File: src/rtl/inst_fetch_pkg.sv
// inst_fetch_pkg: shared widths, reset PC and FSM state encoding for the fetch unit
package inst_fetch_pkg;
  localparam int IF_ADDR_W = 32;
  localparam int IF_INST_W = 32;
  localparam logic [IF_ADDR_W-1:0] IF_RESET_PC = 32'h0000_0000;
  typedef enum logic {IF_IDLE, IF_WAIT_MEM} if_state_t;
endpackage

File: src/rtl/inst_fetch.sv
// inst_fetch: PC register, I-cache query/fill and memory-miss handling feeding the decoder
module inst_fetch
  import inst_fetch_pkg::*;
#(
  parameter int ADDR_W = IF_ADDR_W,
  parameter int INST_W = IF_INST_W,
  parameter logic [ADDR_W-1:0] RESET_PC = IF_RESET_PC
) (
  input  logic              clk_in,
  input  logic              rst_n_in,
  input  logic              rdy_in,
  output logic [ADDR_W-1:0] if_to_ic_fetch_addr,
  input  logic              ic_to_if_hit,
  input  logic [INST_W-1:0] ic_to_if_hit_inst,
  output logic [ADDR_W-1:0] if_to_ic_update_addr,
  output logic [INST_W-1:0] if_to_ic_inst,
  output logic              if_to_ic_inst_valid,
  output logic              if_to_mc_req,
  output logic [ADDR_W-1:0] if_to_mc_addr,
  input  logic              mc_to_if_done,
  input  logic [INST_W-1:0] mc_to_if_inst,
  input  logic              dec_to_if_stall,
  output logic              if_to_dec_inst_valid,
  output logic [INST_W-1:0] if_to_dec_inst,
  output logic [ADDR_W-1:0] if_to_dec_pc,
  input  logic              rob_to_if_clear,
  input  logic [ADDR_W-1:0] rob_to_if_redirect_pc
);
  localparam logic [ADDR_W-1:0] ALIGN = ~ADDR_W'(3);
  if_state_t         state;
  logic [ADDR_W-1:0] pc;
  logic [ADDR_W-1:0] pend_addr;
  assign if_to_ic_fetch_addr  = pc;
  assign if_to_ic_update_addr = pend_addr;
  assign if_to_ic_inst        = mc_to_if_inst;
  assign if_to_ic_inst_valid  = (state == IF_WAIT_MEM) & mc_to_if_done & rdy_in;
  // A redirect during a miss keeps the read alive so the fill still lands; only the PC moves.
  always_ff @(posedge clk_in or negedge rst_n_in)
    if (!rst_n_in) begin
      pc                   <= RESET_PC & ALIGN;
      state                <= IF_IDLE;
      pend_addr            <= '0;
      if_to_mc_req         <= 1'b0;
      if_to_mc_addr        <= '0;
      if_to_dec_inst_valid <= 1'b0;
      if_to_dec_inst       <= '0;
      if_to_dec_pc         <= '0;
    end else if (rdy_in) begin
      if_to_dec_inst_valid <= 1'b0;
      if (rob_to_if_clear) pc <= rob_to_if_redirect_pc & ALIGN;
      if (state == IF_WAIT_MEM) begin
        if (mc_to_if_done) begin
          if_to_mc_req <= 1'b0;
          state        <= IF_IDLE;
        end
      end else if (!rob_to_if_clear && !dec_to_if_stall) begin
        if (ic_to_if_hit) begin
          if_to_dec_inst_valid <= 1'b1;
          if_to_dec_inst       <= ic_to_if_hit_inst;
          if_to_dec_pc         <= pc;
          pc                   <= pc + ADDR_W'(4);
        end else begin
          pend_addr     <= pc;
          if_to_mc_addr <= pc;
          if_to_mc_req  <= 1'b1;
          state         <= IF_WAIT_MEM;
        end
      end
    end
endmodule
File: config.mk
export PLATFORM = sky130hd
export DESIGN_NAME = inst_fetch
export DESIGN_NICKNAME = d
export VERILOG_FILES = /design/src/rtl/inst_fetch_pkg.sv /design/src/rtl/inst_fetch.sv
export SDC_FILE = /design/constraint.sdc
export NUM_CORES = 1
export LEC_CHECK = 0
export CAP_MARGIN = 10
export CORE_MARGIN = 4
export CORE_UTILIZATION = 34
export CTS_CLUSTER_DIAMETER = 150
export DETAILED_ROUTE_END_ITERATION = 8
export PLACE_DENSITY = 0.72
export SYNTH_ARGS = -nofsm -noshare
export SYNTH_HDL_FRONTEND = slang
export SYNTH_SLANG_ARGS = --single-unit
File: constraint.sdc
create_clock -name clk_in -period 1.9 [get_ports clk_in]
set_input_delay 0.38 -clock clk_in [delete_from_list [all_inputs] [get_ports clk_in]]
set_output_delay 0.38 -clock clk_in [all_outputs]
set_load 0.005 [all_outputs]
Word level (Yosys, flattened, before mapping)
Index checks and enable logic that the tools add are counted.
{"block": "word_totals", "output_inout_bits": 195, "inputBits": 103, "wordCells": 36, "reg_bits": 131}
{"block": "op_classes", "n_mux": 15, "reduce_logical": 7, "eq_ne": 2, "addsub": 1, "bitwise_logic": 4}
{"cell": "$mux W32", "count": 4}
{"cell": "$add A32 B3 Y32 const B", "count": 1}
{"cell": "$reduce_and A4 Y1", "count": 3}
{"cell": "$mux W1", "count": 11}
{"cell": "$and A1 B1 Y1", "count": 2}
{"cell": "$logic_not A1 Y1", "count": 2}
{"cell": "$ne A2 B1 Y1 const B", "count": 1}
{"cell": "$ne A2 B2 Y1 const B", "count": 1}
{"cell": "$not A1 Y1", "count": 2}
{"cell": "$reduce_bool A2 Y1", "count": 1}
{"cell": "$logic_and A1 B1 Y1", "count": 1}

Depth between registers and ports, before layout
{"block": "logic_depth", "ltp_word": 4, "mapped_depth": 6, "depth_no_buf": 6}

Worst setup path after synthesis
OpenSTA, ideal clock, no wires.
{"block": "synth_path", "path_type": "reg-to-reg", "startpoint": "register state", "endpoint": "register pc[31] (netlist: if_to_ic_fetch_addr[31])", "setup_ns": 0.087, "period_less_slack_ns": 1.924, "arrival_time_ns": 1.837, "path_slack_ns": -0.024, "required_time_ns": 1.813, "path_stages_with_launch": 7, "path_buffers": 1, "path_cell_list": "dfrtp_1 -> or4b_4 -> buf_6 -> nor4_4 -> and4_1 -> nor3_1 -> a211oi_2"}
{"block": "synth_between", "elab_chain_len": 1}
{"item": "start, declared", "line": "inst_fetch.sv:30", "rtl": "if_state_t state;"}
{"item": "start signal, assigned", "line": "inst_fetch.sv:41", "rtl": "state <= IF_IDLE;"}
{"item": "start signal, assigned", "line": "inst_fetch.sv:54", "rtl": "state <= IF_IDLE;"}
{"item": "start signal, assigned", "line": "inst_fetch.sv:66", "rtl": "state <= IF_WAIT_MEM;"}
{"item": "$mux W32", "line": "inst_fetch.sv:51", "rtl": "if (state == IF_WAIT_MEM) begin"}
{"item": "end signal, assigned", "line": "inst_fetch.sv:40", "rtl": "pc <= RESET_PC & ALIGN;"}
{"item": "end signal, assigned", "line": "inst_fetch.sv:50", "rtl": "if (rob_to_if_clear) pc <= rob_to_if_redirect_pc & ALIGN;"}
{"item": "end signal, assigned", "line": "inst_fetch.sv:61", "rtl": "pc <= pc + ADDR_W'(4);"}
{"item": "end, declared", "line": "inst_fetch.sv:31", "rtl": "logic [ADDR_W-1:0] pc;"}
No other way between the ends.
A chain may end at the register's enable or synchronous reset.

Final worst setup path
{"block": "layout_path", "startpoint": "register state", "endpoint": "register pc[16] (netlist: if_to_ic_fetch_addr[16])"}
The elaborated chain is that of the path after synthesis.

==> metrics.txt <==
post-synth design cell area 0.006065 mm²; vias in the first global route 5501; deepest level of the CTS H-tree 4; slowest cell delay on critical path just under 600 ps; Setup Viol. Count Final 1; Die W roughly 140 µm; Final Max Tran Viols 0; share of post-route cells with drive strength above 1 0.1918; Power, Total between 0.009 and 0.01 W; hpwl dp between 10 and 15 mm; Critical Path Start state; Post-synth EDFFs 0; Max Cap Violations 0; YS warnings 0; metal2 WL 9.479 mm; met3 wire length about 1.3 mm; most common cell after layout, fill and taps aside clkdlybuf4s50_1; max frequency around 0.52 GHz; CP required ~2200 ps; largest net degree at the start of global routing 57; WL per Instance 17.15 µm; #FFs+latches synth around 130; Root Buffer clkbuf_16; placement row count between 40 and 50; Antenna Nets Post-Route 0; Reg-to-Reg Start state; sequential cell area fraction in the yosys report 0.5405; worst setup margin -16.89 ps; first-pass iteration count of the detailed router 5; # IOs between 200 and 300; Top FF cell, synth dfrtp_1; Area growth, synth to finish 57.60%; DR DRC count 0; total congestion overflow 0; Initial DRC Count between 300 and 400; Core Region roughly 0.017 mm²; headroom to the max-slew limit 0.6794; final net count roughly 990; Startpoint Class flop; critical path capture point type flop; distinct cell type count after synthesis 49; failing checks setup timing; Num CTS Buffers 17; # port buffers about 230; die area about 0.020 mm²; placer congestion estimate 0.8733; Overall Global Routing Usage 0.1879; leakage between 4 and 5 nW; die height between 100 and 150 µm; Worst-Margin Slew approximately 480 ps; total power per unit cell area around 1000 mW/mm²; CP Max Fanout 4; CTS tree built; Tightest Hold Check Type in -> async; Arrival @ worst endpoint 2210 ps; Async SR Flop Fraction 1.000; Synth Instances approximately 640; Worst Skew 5.754 ps; initial antenna violation count 1; uppermost layer routed met4; worst path cell trace or4b_4 -> nor2_4 -> nand3_2 -> o211a_1 -> a211o_1; Routed WL 19.27 mm; first-pass GRT wire length slightly below 30 mm; Peak supply drop slightly above 600 µV; status complete, but fails checks; via/cell ratio approximately 4.9; Vias about 5500; clk buf depth 2; Clock Pin Slew Worst Setup and Hold Paths around 60 ps; Post-Syn Area per Cell 9.521 µm²; CP max-delay cell or4b_4; starting density of the core 0.3482; clk_lat worst skew approximately 410 ps; Final min period 1917 ps; clock sink total approximately 130; RSZ-0062 raised after global routing true; utilization after layout 0.5488; Synth Net Count about 740; Fill cells between 1500 and 2000; CP Class reg -> reg; fin crit share 1.009; most frequent cells in the layout clkdlybuf4s50_1 (227), nand2_1 (220), dfrtp_1 (129); Metal-1 WL 8.196 mm; Final Hold Viols 0
[registers in the layout, indices dropped and copies added, names as in the netlist]
| name | count |
|---|---|
| if_to_dec_inst_valid | 1 |
| if_to_ic_fetch_addr | 32 |
| if_to_dec_inst | 32 |
| if_to_mc_req | 1 |
| if_to_ic_update_addr | 32 |
| if_to_dec_pc | 32 |
| state | 1 |
[area by class of cell]
cell class / instances / area (µm²) / area share
well taps: 225 / 281.5 / 0.02945
clock inverters: 8 / 52.55 / 0.005498
repair buffers: 319 / 3166 / 0.3312
flip-flops and latches: 131 / 3281 / 0.3432
diodes: 1 / 2.502 / 0.0002618
multi-input cells: 409 / 2261 / 0.2365
inverters: 6 / 22.52 / 0.002356
clock buffers: 24 / 491.7 / 0.05145
[synth_stat cells, types with 3 or more instances]
cell type | instances | area [µm²]
a21o_1 | 4 | 30.03
a21oi_1 | 14 | 70.07
a31oi_1 | 3 | 18.77
and2_1 | 3 | 18.77
and3_1 | 3 | 18.77
buf_2 | 5 | 25.02
buf_4 | 64 | 480.5
clkbuf_1 | 21 | 78.83
dfrtp_1 | 131 | 3278
inv_1 | 5 | 18.77
mux2_2 | 30 | 337.8
nand2_1 | 226 | 848.3
nand2b_1 | 3 | 18.77
nand3_1 | 21 | 105.1
nand4_1 | 9 | 56.30
nor2_1 | 17 | 63.81
nor3_1 | 12 | 60.06
o211ai_1 | 11 | 82.58
o21ai_0 | 6 | 30.03
o21ai_1 | 3 | 15.01
o22ai_1 | 5 | 31.28
o311ai_1 | 7 | 61.31
[through the flow]
| step | setup TNS, ps | hold WS, ps | worst slack (ps) | std cells | instance area (µm²) |
|---|---|---|---|---|---|
| after CTS | -174.1 | 403.9 | -40.21 | 1110 | 9310 |
| after global placement | -35470 | 283.2 | -460.0 | 1077 | 8752 |
| final | -16.89 | 426.3 | -16.89 | 1123 | 9558 |
| after floorplan | 0 | 84.41 | 7.025 | 637 | 6065 |
| after detailed placement | -37780 | 283.5 | -490.8 | 1077 | 8752 |
| after global routing | -430.7 | 468.1 | -67.02 | 1123 | 9558 |
[power breakdown]
part | internal, W | switching [W] | total [W]
Sequential | 0.00335 | 0.000384 | 0.00373
Combinational | 0.00186 | 0.00102 | 0.00287
Clock | 0.00180 | 0.00118 | 0.00298
[kinds of logic (layout without fill, tap and decap cells)]
group | after synthesis | in the layout | synth area share
flip-flops | 131 | 131 | 0.5405
adder cells (fa/ha/maj) | 1 | 1 | 0.002063
buffers and inverters | 97 | 357 | 0.1019
multiplexers | 31 | 31 | 0.05735
AND/OR/NAND/NOR | 307 | 307 | 0.2172
other | 0 | 1 | 0
AO/OA/AOI/OAI | 70 | 70 | 0.08088
[metal layers]
layer,track usage,vias to the layer above
li1,-,2580
met1,0.2448,2656
met2,0.3043,212
met3,0.05089,19
met4,0.06263,0
met5,0,-
[critical path, delay by kind of cell (launching register included)]
kind            cells  cell delay, ps
compound gates      2             470
simple gates        3             920
flops               1             390
[path summary, 6_finish.rpt]
| path | endpoint | slack [ps] | depth (start not counted) |
|---|---|---|---|
| worst max-delay path | if_to_ic_fetch_addr[16] | -20 | 5 |
| worst min-delay path | if_to_ic_update_addr[20] | 430 | 2 |
| worst max register to register | if_to_ic_fetch_addr[16] | -20 | 5 |
| worst min register to register | if_to_dec_pc[23] | 470 | 2 |
| max in group asynchronous | if_to_ic_fetch_addr[4] | 860 | 3 |
| min in group clk_in | if_to_dec_pc[23] | 470 | 2 |
[what timing repair did]
action,4_1_cts,5_1_grt
hold buffers,1,0
setup endpoints to repair,12,69
cloned,0,2
resized for setup,3,29
pin swaps,1,17
setup buffers,0,11
endpoints found under the hold margin,29,0
No activity file was read; power rests on OpenSTA's default activity.
